File: config.mk
export PLATFORM = sky130hd
export DESIGN_NAME = shift_seq_ctrl
export DESIGN_NICKNAME = d
export VERILOG_FILES = /design/src/rtl/shift_seq_ctrl.sv
export SDC_FILE = /design/constraint.sdc
export NUM_CORES = 1
export LEC_CHECK = 0
export CORE_UTILIZATION = 51
export CTS_BUF_LIST = sky130_fd_sc_hd__clkbuf_8
export DETAILED_ROUTE_END_ITERATION = 6
export PLACE_DENSITY = 0.94
export SYNTH_ARGS = -nofsm -noshare
export SYNTH_HDL_FRONTEND = slang
export SYNTH_SLANG_ARGS = --single-unit
File: constraint.sdc
create_clock -name CLK -period 4.32 [get_ports CLK]
set_clock_uncertainty 0.15 [all_clocks]
set_input_delay 1.08 -clock CLK [delete_from_list [all_inputs] [get_ports CLK]]
set_output_delay 1.08 -clock CLK [all_outputs]
set_load 0.005 [all_outputs]
File: src/rtl/shift_seq_ctrl.sv
// Sequencing controller for the 4-bit mux-based shift datapath: captures an operand,
// mode and step count on START, then applies one shift/rotate step per unstalled clock.
module shift_seq_ctrl #(
  parameter int CNT_W = 3
) (
  input  logic             CLK,
  input  logic             RST,
  input  logic             START,
  input  logic [3:0]       DIN,
  input  logic [1:0]       MODE,
  input  logic [CNT_W-1:0] COUNT,
  input  logic             STALL,
  output logic [3:0]       DOUT,
  output logic [1:0]       SEL,
  output logic             BUSY,
  output logic             DONE
);

  typedef enum logic [1:0] {
    ST_IDLE   = 2'd0,
    ST_SHIFT  = 2'd1,
    ST_FINISH = 2'd2
  } state_t;

  state_t           state_q;
  logic [CNT_W-1:0] rem_q;
  logic [1:0]       mode_q;
  logic [3:0]       dout_q;
  logic [1:0]       sel_q;
  logic             busy_q;
  logic             done_q;
  logic [3:0]       step_d;

  // One datapath step: the same function the combinational shifter computes for SEL.
  function automatic logic [3:0] shift_step(input logic [3:0] d, input logic [1:0] m);
    logic [3:0] r;
    case (m)
      2'b00:   r = d;
      2'b01:   r = {d[2:0], 1'b1};
      2'b10:   r = {1'b1, d[3:1]};
      2'b11:   r = {d[0], d[3:1]};
      default: r = d;
    endcase
    return r;
  endfunction

  // Next working value if the current cycle advances a step.
  always_comb begin
    step_d = shift_step(dout_q, mode_q);
  end

  // Control FSM with all outputs registered alongside the state.
  always_ff @(posedge CLK) begin
    if (RST) begin
      state_q <= ST_IDLE;
      rem_q   <= {CNT_W{1'b0}};
      mode_q  <= 2'b00;
      dout_q  <= 4'b0000;
      sel_q   <= 2'b00;
      busy_q  <= 1'b0;
      done_q  <= 1'b0;
    end else begin
      case (state_q)
        ST_IDLE: begin
          if (START) begin
            dout_q <= DIN;
            mode_q <= MODE;
            rem_q  <= COUNT;
            if (COUNT != {CNT_W{1'b0}}) begin
              state_q <= ST_SHIFT;
              sel_q   <= MODE;
              busy_q  <= 1'b1;
              done_q  <= 1'b0;
            end else begin
              // Zero-step request completes immediately without touching the datapath.
              state_q <= ST_FINISH;
              sel_q   <= 2'b00;
              busy_q  <= 1'b0;
              done_q  <= 1'b1;
            end
          end else begin
            state_q <= ST_IDLE;
            sel_q   <= 2'b00;
            busy_q  <= 1'b0;
            done_q  <= 1'b0;
          end
        end
        ST_SHIFT: begin
          if (!STALL) begin
            dout_q <= step_d;
            rem_q  <= rem_q - CNT_W'(1);
            if (rem_q == CNT_W'(1)) begin
              state_q <= ST_FINISH;
              sel_q   <= 2'b00;
              busy_q  <= 1'b0;
              done_q  <= 1'b1;
            end else begin
              state_q <= ST_SHIFT;
              sel_q   <= mode_q;
              busy_q  <= 1'b1;
              done_q  <= 1'b0;
            end
          end else begin
            state_q <= ST_SHIFT;
            sel_q   <= mode_q;
            busy_q  <= 1'b1;
            done_q  <= 1'b0;
          end
        end
        ST_FINISH: begin
          state_q <= ST_IDLE;
          sel_q   <= 2'b00;
          busy_q  <= 1'b0;
          done_q  <= 1'b0;
        end
        default: begin
          state_q <= ST_IDLE;
          rem_q   <= {CNT_W{1'b0}};
          sel_q   <= 2'b00;
          busy_q  <= 1'b0;
          done_q  <= 1'b0;
        end
      endcase
    end
  end

  assign DOUT = dout_q;
  assign SEL  = sel_q;
  assign BUSY = busy_q;
  assign DONE = done_q;

endmodule
==> results by group, run 1 <==
Yosys
  • Yosys warns: 0
  • Post-Synth Simple-Gate Area: 0.2618
  • Syn avg cell area: 8.336 sq um
  • Compound-cell area share of the yosys netlist: 0.2496
  • Synthesized net count: 101
  • Synthesized cell area: 716.9 sq um
  • Sequential fraction of the synthesis area: 0.3630
  • Multiplexer area fraction after synthesis: 0.02792
  • #FFs+latches synth: 13
  • Post-Synth Adder-Cell Area: 0.03490
  • Synth unique cells: 29
  • Synth Area in XOR/XNOR: 0
  • Largest family of logic cells by synthesized area: simple AND/OR/NAND/NOR gates
  • Cells after Synth: 86

Clock network
  • CTS root buf: clkbuf_8
  • Post-CTS Resized: 0
  • Setup Buffers After CTS: 0
  • Worst-path clk slew: 0.06 ns
  • Clock Tree Buf Depth: 2
  • Clock Sinks: 13
  • Number of buffers created by CTS: 3
  • H-Tree Depth: 1
  • CTS Hold Bufs: 0
  • Clock latency on the worst-skew pair: 0.25 ns
  • TritonCTS clock tree: yes

Worst hold path
  • Hold WC Path Type: register to register

Setup path
  • Largest stage delay on the critical path: approximately 0.78 ns
  • Crit end category: primary output
  • Cell Chain, Critical Path: clkdlybuf4s50_1
  • Data required, critical path: 3.09 ns
  • Crit path launch type: register
  • CP Class: register to primary output
  • Master of the slowest instance on the critical path: dfxtp_1
  • Top delay family on crit path: flip-flops
  • CP bufs+invs: 1
  • Worst Path Max Fanout: 23
  • Critical Path AT: 1.65 ns

Route
  • DRT Wirelength: 1748 microns
  • # DRC: 0
  • DRT Pass-1 Iters: 4
  • Final ANT Viol Nets: 0
  • Via count: 751
  • Avg WL per Cell: between 10 and 15 microns
  • Number of DRC markers after the initial detailed-route iteration: 13
  • Avg Vias per Cell: around 6.3

Final layout
  • Antenna Cells: 0
  • Final cell count without fillers: 120
  • Area occupied by multi-input gates: 411.6 sq um
  • Nets: 121
  • Commonest non-fill, non-tap cell in the layout: clkdlybuf4s50_1
  • Most frequent cells in the layout: clkdlybuf4s50_1, dfxtp_1, a21oi_1, nor2_1, o21ai_0
  • Fillers: 106
  • Layout area overhead: 32.98%
  • Share of post-route cells with drive strength above 1: 0.04762
  • Final Util: 0.7327
  • Seq. cell area: 260.3 sq um

Global route
  • Total GRT Usage: 0.2538
  • Vias in the first global route: 602
  • Grt ovf: 0
  • First-pass GRT wire length: 2628 microns
  • Initial antenna violation count: 0
  • Largest net degree at the start of global routing: 24

Placed design
  • Post-Place Cells: 116
  • Post-DP HPWL: 1131 microns
  • Global placer's final weighted congestion: approximately 0.77
  • # port buffers: 20
  • Pre-CTS setup slack: 1.561 ns

STA
  • Worst Max-Slew Pin Slew: just over 0.7 ns
  • Slew margin rel.: 0.5242
  • Final worst setup slack: 1.437 ns
  • Setup TNS: 0 ns
  • RSZ-0062 raised after global routing: false
  • Setup violators final: 0
  • Final Critical Period: 2.883 ns
  • Peak Freq: 346.8 MHz
  • Hold Fails Final Rpt: 0
  • Final count of pins violating max slew: 0
  • Post-route clock period utilization: 0.6674
  • WHS: about 0.32 ns

Floorplanning
  • Die ar.: 0.001560 sq mm
  • Height of the die: just under 40 microns
  • I/O pin cnt: 21
  • Starting density of the core: 0.5510
  • Placeable Area: about 0.0013 sq mm
  • Die X: about 39 microns
  • Row cnt: 13

Status
  • Status: finished, final reports clean

Power
  • Pwr/cell area: 343.2 mW/mm^2
  • VDD IR max: 0.2489 mV
  • Lkg Pwr: between 0.0003 and 0.0004 uW

Run
  • Max-cap violations: 0
==> power by group <==
part / leakage (uW) / switching, uW / internal (uW)
clock: 0.0000269 / 44.6 / 62.8
combinational: 0.000200 / 33.4 / 41.4
sequential: 0.000107 / 14.4 / 131
==> layer usage <==
metal  wire length (microns)  global-route usage
met4                      53              0.1552
met2                     802              0.3566
met5                       0                   0
met1                     791              0.3471
met3                     101             0.05114
==> cell usage after synthesis <==
cell / instances / area, sq um
or4bb_1: 1 / 11.26
o21ai_0: 7 / 35.03
mux2i_1: 2 / 20.02
o31a_1: 2 / 17.52
nand2b_1: 3 / 18.77
nand2_1: 4 / 15.01
a21oi_1: 11 / 55.05
or4_1: 2 / 15.01
inv_4: 1 / 6.260
o31ai_1: 1 / 7.510
a22oi_1: 2 / 15.01
nand4b_1: 1 / 8.760
or3_1: 1 / 6.260
dfxtp_1: 13 / 260.3
buf_6: 1 / 11.26
o41ai_1: 1 / 8.760
clkbuf_1: 3 / 11.26
a311oi_1: 1 / 8.760
ha_1: 2 / 25.02
buf_2: 1 / 5.000
inv_1: 3 / 11.26
nor3b_1: 2 / 15.01
nor3_1: 4 / 20.02
nor2_1: 9 / 33.78
nor4_1: 2 / 12.51
nor2b_1: 2 / 12.51
nor3b_4: 1 / 18.77
a221oi_1: 1 / 8.760
a2111o_1: 2 / 22.52
==> kinds of logic (layout without fill, tap and decap cells) <==
logic type	Yosys count	after routing
adder cells (fa/ha/maj)	2	2
flip-flops	13	13
buffers and inverters	9	28
multiplexers	2	2
AO/OA/AOI/OAI	28	28
AND/OR/NAND/NOR	32	32
==> flip-flops by register name, summed over array words and instances, names as in the netlist <==
signal   flops
DOUT         4
SEL          2
state_q      1
BUSY         1
mode_q       2
rem_q        3
==> layout make-up <==
cell class                      count  area share
Clock buffer                        3     0.04331
Inverter                            4     0.01837
Tap cell                           15     0.01969
Timing Repair Buffer               20      0.2100
Multi-Input combinational cell     64      0.4318
Clock inverter                      1    0.003937
Sequential cell                    13      0.2730
==> through the flow <==
stage	power [uW]	instance area, sq um
after floorplan	187.1	716.9
after global placement	217.7	908.4
after detailed placement	219.3	908.4
after CTS	325.4	953.4
after global routing	341.5	953.4
final	327.2	953.4
==> worst paths after layout <==
path                           endpoint  cells after the start  slack [ns]                   from
setup / recovery                   DONE                      1        1.44  state_q[1]$_SDFF_PP0_
hold / removal    rem_q[1]$_SDFFE_PP0P_                      2        0.32  rem_q[1]$_SDFFE_PP0P_
setup reg to reg   DOUT[0]$_SDFFE_PP0P_                      4        2.41        BUSY$_SDFF_PP0_
hold reg to reg   rem_q[1]$_SDFFE_PP0P_                      2        0.32  rem_q[1]$_SDFFE_PP0P_
Note: power is estimated with default switching activity, not from simulation.
==> run 2: changes to the inputs <==
--- a/config.mk
+++ b/config.mk
@@ -5,10 +5,10 @@
 export SDC_FILE = /design/constraint.sdc
 export NUM_CORES = 1
 export LEC_CHECK = 0
-export CORE_UTILIZATION = 51
+export CORE_UTILIZATION = 48
 export CTS_BUF_LIST = sky130_fd_sc_hd__clkbuf_8
 export DETAILED_ROUTE_END_ITERATION = 6
-export PLACE_DENSITY = 0.94
+export PLACE_DENSITY = 0.9
 export SYNTH_ARGS = -nofsm -noshare
 export SYNTH_HDL_FRONTEND = slang
 export SYNTH_SLANG_ARGS = --single-unit
==> constraint.sdc (replaced) <==
create_clock -name CLK -period 2.9 [get_ports CLK]
set_clock_uncertainty 0.15 [all_clocks]
set_input_delay 0.725 -clock CLK [delete_from_list [all_inputs] [get_ports CLK]]
set_output_delay 0.725 -clock CLK [all_outputs]
set_load 0.005 [all_outputs]
==> run 2 against run 1 <==
Design area grew 1.6%. Register-to-register slack lost 1.4 ns. Final cell count grew 1.7%. Non-clock buffer count grew 2. Total power grew 48%. Sequential power grew 48%. Via count shrank 4.1%. Global-route usage shrank 0.75 points. Worst hold slack lost 0.010 ns. Core utilization shrank 1.5 points. Combinational power grew 53%.
==> results by group, run 2 (synthesis gave the netlist of run 1 again) <==
Clock network
  • TritonCTS clock tree: yes
  • Clock Tree Buf Depth: 2
  • Clock Sinks: 13
  • Worst-path clk slew: 0.05 ns
  • CTS Hold Bufs: 0
  • Post-CTS Resized: 0
  • CTS root buf: clkbuf_8
  • Setup Buffers After CTS: 0
  • Clock latency on the worst-skew pair: 0.24 ns
  • H-Tree Depth: 1
  • Number of buffers created by CTS: 3

Setup path
  • Data required, critical path: 2.03 ns
  • Cell Chain, Critical Path: clkdlybuf4s50_1
  • Worst path depth: 1
  • CP bufs+invs: 1
  • Critical Path AT: 1.50 ns
  • CP Class: register to primary output
  • Crit end category: primary output
  • Top delay family on crit path: flip-flops
  • Largest stage delay on the critical path: 0.66 ns
  • Worst r2r src: BUSY$_SDFF_PP0_
  • Setup slack, reg-to-reg: 1.01 ns
  • Cells on worst reg2reg path: 4
  • Crit path launch type: register
  • Master of the slowest instance on the critical path: dfxtp_1
  • RR Endpoint: DOUT[0]$_SDFFE_PP0P_
  • Worst Path Max Fanout: 13

Floorplanning
  • I/O pin cnt: 21
  • Row cnt: 13
  • Starting density of the core: 0.5310
  • Placeable Area: 0.001350 sq mm
  • Die ar.: 0.001652 sq mm
  • Height of the die: ~41 microns
  • Die X: 40.65 microns

Worst hold path
  • Hold path startpoint: rem_q[1]$_SDFFE_PP0P_
  • Hold WC Path Type: register to register
  • Hold worst-path end: rem_q[1]$_SDFFE_PP0P_
  • Hold Path Stages: 2

Run
  • Max-cap violations: 0

STA
  • Final Critical Period: between 2 and 2.5 ns
  • Worst Max-Slew Pin Slew: 0.5389 ns
  • Setup TNS: 0 ns
  • RSZ-0062 raised after global routing: false
  • Hold Fails Final Rpt: 0
  • Post-route clock period utilization: 0.8190
  • Slew margin rel.: 0.6402
  • Peak Freq: between 400 and 500 MHz
  • Setup violators final: 0
  • Final count of pins violating max slew: 0

Final layout
  • Most frequent cells in the layout: clkdlybuf4s50_1, dfxtp_1, a21oi_1, nor2_1, o21ai_0
  • Share of post-route cells with drive strength above 1: 0.06542
  • Layout area overhead: 35.08%
  • Area occupied by multi-input gates: 411.6 sq um
  • Antenna Cells: 0
  • Max FFs per register: 4
  • Fillers: 110
  • Nets: 123
  • Commonest non-fill, non-tap cell in the layout: clkdlybuf4s50_1
  • Seq. cell area: between 200 and 300 sq um

Placed design
  • # port buffers: 20
  • Global placer's final weighted congestion: between 0.7 and 0.8
  • Post-DP HPWL: 1198 microns

Power
  • Lkg Pwr: ~0.00034 uW
  • Net Sw Frac: 0.2742
  • Logic pwr share: 0.236
  • Clock power share: 0.322
  • Tot Pwr: between 400 and 500 uW
  • P_int: 351.2 uW
  • Pwr/cell area: 499.6 mW/mm^2
  • Psw: roughly 130 uW
  • VDD IR max: 0.3494 mV
  • Seq pwr share: 0.442

Global route
  • Vias in the first global route: between 600 and 700
  • Initial antenna violation count: 0
  • Grt ovf: 0
  • Largest net degree at the start of global routing: 23
  • Total GRT Usage: 0.2463
  • First-pass GRT wire length: 2587 microns

Route
  • Final ANT Viol Nets: 0
  • Via count: 720
  • Number of DRC markers after the initial detailed-route iteration: 19
  • DRT Pass-1 Iters: 4
  • DRT Wirelength: ~1700 microns
  • # DRC: 0
  • Avg Vias per Cell: 5.902
  • Avg WL per Cell: 14.01 microns

Status
  • Status: finished, final reports clean
run 2: layer usage:
layer | routed length (microns) | track usage | share of wire | vias to the layer above
li1 | - | - | - | 358
met3 | 106 | 0.04891 | 0.062 | 3
met1 | 775 | 0.2990 | 0.45 | 327
met2 | 812 | 0.4087 | 0.48 | 32
met5 | 0 | 0 | 0 | -
met4 | 14 | 0.1250 | 0.0082 | 0
run 2: layout make-up:
cell class,count,area share
clock buffers,3,0.04264
clock inverters,1,0.003876
inverters,4,0.01809
multi-input cells,64,0.4251
flip-flops and latches,13,0.2687
well taps,15,0.01938
repair buffers,22,0.2222
run 2: power by group through the flow:
stage / logic (uW) / registers (uW) / clock network (uW)
after floorplan: 70.1 / 209 / 0
after global placement: 110 / 217 / 0
final: 114 / 214 / 156
after global routing: 126 / 216 / 168
after detailed placement: 112 / 217 / 0
after CTS: 114 / 213 / 158
run 2: metrics by stage:
| step | cells | setup WS (ns) | cell area [sq um] | hold slack [ns] | utilization |
|---|---|---|---|---|---|
| 2_1_floorplan | 86 | 1.089 | 716.9 | 0.2819 | - |
| 3_3_place_gp | 118 | 0.5578 | 923.4 | 0.2929 | 0.6840 |
| 3_5_place_dp | 118 | 0.5105 | 923.4 | 0.3072 | 0.6840 |
| 4_1_cts | 122 | 0.5247 | 968.4 | 0.3158 | 0.7173 |
| 5_1_grt | 122 | 0.4653 | 968.4 | 0.3358 | 0.7173 |
| 6_report | 122 | 0.5248 | 968.4 | 0.3123 | 0.7173 |
run 2: how the worst max path moves through the flow:
| stage | startpoint | slack [ns] | endpoint |
|---|---|---|---|
| detailed placement | START | 0.51 | rem_q[1]$_SDFFE_PP0P_ |
| floorplan | STALL | 1.09 | DOUT[0]$_SDFFE_PP0P_ |
| global route | BUSY$_SDFF_PP0_ | 0.47 | BUSY |
| global placement | STALL | 0.56 | DOUT[0]$_SDFFE_PP0P_ |
| CTS | BUSY$_SDFF_PP0_ | 0.52 | BUSY |
| finish | BUSY$_SDFF_PP0_ | 0.52 | BUSY |
==> run 3: changes to the inputs <==
--- a/config.mk
+++ b/config.mk
@@ -5,10 +5,10 @@
 export SDC_FILE = /design/constraint.sdc
 export NUM_CORES = 1
 export LEC_CHECK = 0
-export CORE_UTILIZATION = 48
+export CORE_UTILIZATION = 43
 export CTS_BUF_LIST = sky130_fd_sc_hd__clkbuf_8
 export DETAILED_ROUTE_END_ITERATION = 6
-export PLACE_DENSITY = 0.9
+export PLACE_DENSITY = 0.86
 export SYNTH_ARGS = -nofsm -noshare
 export SYNTH_HDL_FRONTEND = slang
 export SYNTH_SLANG_ARGS = --single-unit
==> constraint.sdc (replaced) <==
create_clock -name CLK -period 2 [get_ports CLK]
set_clock_uncertainty 0.15 [all_clocks]
set_input_delay 0.5 -clock CLK [delete_from_list [all_inputs] [get_ports CLK]]
set_output_delay 0.5 -clock CLK [all_outputs]
set_load 0.005 [all_outputs]
==> run 3 against run 2 <==
Core utilization is 4.2 points lower. Sequential share of layout area is 1.6 points lower. First-iteration DRC count up 32%. Combinational power rose by 68%. Global-route usage is 2.6 points lower. Largest cell class unchanged. Via count is 7.4% higher.
==> results by group, run 3 (synthesis gave the netlist of run 1 again) <==
Status
  • Status: finished, final reports clean

Final layout
  • Seq. cell area: around 260 sq um
  • Fillers: 115
  • Area occupied by multi-input gates: roughly 400 sq um
  • Antenna Cells: 0
  • Commonest non-fill, non-tap cell in the layout: clkdlybuf4s50_1
  • Nets: 131
  • Final cell count without fillers: 131
  • Layout area overhead: 43.63%
  • Share of post-route cells with drive strength above 1: 0.1304
  • Most frequent cells in the layout: clkdlybuf4s50_1, dfxtp_1, a21oi_1, buf_4, nor2_1
  • Max FFs per register: 4

STA
  • Peak Freq: 520.0 MHz
  • Final count of pins violating max slew: 0
  • Final Critical Period: approximately 1.9 ns
  • RSZ-0062 raised after global routing: false
  • Setup violators final: 0
  • Post-route clock period utilization: 0.9615
  • Setup TNS: 0 ns
  • WHS: 0.3105 ns
  • Hold Fails Final Rpt: 0
  • Final worst setup slack: just under 0.08 ns
  • Worst Max-Slew Pin Slew: 0.3174 ns
  • Slew margin rel.: 0.7881

Global route
  • First-pass GRT wire length: just over 3000 microns
  • Total GRT Usage: 0.2199
  • Vias in the first global route: 718
  • Initial antenna violation count: 0
  • Grt ovf: 0
  • Largest net degree at the start of global routing: 15

Clock network
  • Setup Buffers After CTS: 0
  • Worst-path clk slew: 0.06 ns
  • CTS Hold Bufs: 0
  • Number of buffers created by CTS: 3
  • TritonCTS clock tree: yes
  • Clock Sinks: 13
  • Clock latency on the worst-skew pair: ~0.24 ns
  • CTS root buf: clkbuf_8
  • H-Tree Depth: 1
  • Post-CTS Resized: 0
  • Clock Tree Buf Depth: 2

Route
  • Number of DRC markers after the initial detailed-route iteration: 25
  • DRT Pass-1 Iters: 4
  • # DRC: 0
  • DRT Wirelength: 1861 microns
  • Avg WL per Cell: between 10 and 15 microns
  • Final ANT Viol Nets: 0
  • Via count: roughly 770
  • Avg Vias per Cell: between 5 and 6

Floorplanning
  • Placeable Area: 0.001524 sq mm
  • Row cnt: 14
  • Die X: 42.83 microns
  • Die ar.: about 0.0018 sq mm
  • Height of the die: 42.83 microns
  • I/O pin cnt: 21
  • Starting density of the core: 0.4704

Run
  • Max-cap violations: 0

Worst hold path
  • Hold WC Path Type: register to register

Setup path
  • CP bufs+invs: 1
  • Critical Path AT: around 1.3 ns
  • Largest stage delay on the critical path: 0.56 ns
  • Top delay family on crit path: buffers and inverters
  • Crit path launch type: register
  • Worst Path Max Fanout: 7
  • CP Class: register to primary output
  • Cell Chain, Critical Path: clkdlybuf4s50_1
  • Data required, critical path: between 1 and 1.5 ns
  • Crit end category: primary output
  • Master of the slowest instance on the critical path: clkdlybuf4s50_1

Placed design
  • # port buffers: 20
  • Global placer's final weighted congestion: 0.8543
  • Pre-CTS setup slack: -0.04661 ns
  • Post-DP HPWL: 1340 microns
  • Post-Place Cells: approximately 130

Power
  • Lkg Pwr: 0.0003833 uW
  • Pwr/cell area: 708.6 mW/mm^2
  • Tot Pwr: approximately 730 uW
  • VDD IR max: 0.5328 mV
==> run 3: per-layer routing <==
metal / track usage / up-vias / wire length (microns)
met4: 0.07500 / 0 / 19
met2: 0.3606 / 28 / 898
met3: 0.04255 / 3 / 101
met1: 0.2853 / 365 / 841
li1: - / 377 / -
met5: 0 / - / 0
==> run 3: path summary, 6_finish.rpt <==
path	startpoint	to	slack, ns	depth (start not counted)
setup / recovery	BUSY$_SDFF_PP0_	BUSY	0.08	1
setup reg to reg	BUSY$_SDFF_PP0_	DOUT[3]$_SDFFE_PP0P_	0.34	6
hold reg to reg	rem_q[1]$_SDFFE_PP0P_	rem_q[1]$_SDFFE_PP0P_	0.31	2
hold / removal	rem_q[1]$_SDFFE_PP0P_	rem_q[1]$_SDFFE_PP0P_	0.31	2
==> run 3: worst reg2reg max path, stage by stage, from the launching register on <==
cell,delay (ns)
dfxtp_1,0.47
buf_4,0.22
nand2b_1,0.15
o31a_1,0.16
buf_4,0.13
nor2_1,0.05
a221oi_1,0.24
==> run 3: through the flow <==
stage / cell area (sq um) / utilization
2_1_floorplan: 716.9 / -
3_3_place_gp: 984.7 / 0.6461
3_5_place_dp: 984.7 / 0.6461
4_1_cts: 1030 / 0.6757
5_1_grt: 1030 / 0.6757
6_report: 1030 / 0.6757
==> run 3: final cells by class <==
class                   instances  share of cell area
repair buffers                 30              0.2673
well taps                      16             0.01944
clock buffers                   3             0.04010
flip-flops and latches         13              0.2527
multi-input cells              64              0.3998
clock inverters                 1            0.003645
inverters                       4             0.01701
==> run 3: report_power, final <==
group,leakage (uW),switching (uW),total (uW),internal (uW)
combinational,0.000250,83.8,192,108
clock,0.0000269,96.9,233,136
sequential,0.000107,23.2,305,282
total,0.000383,204,730,526
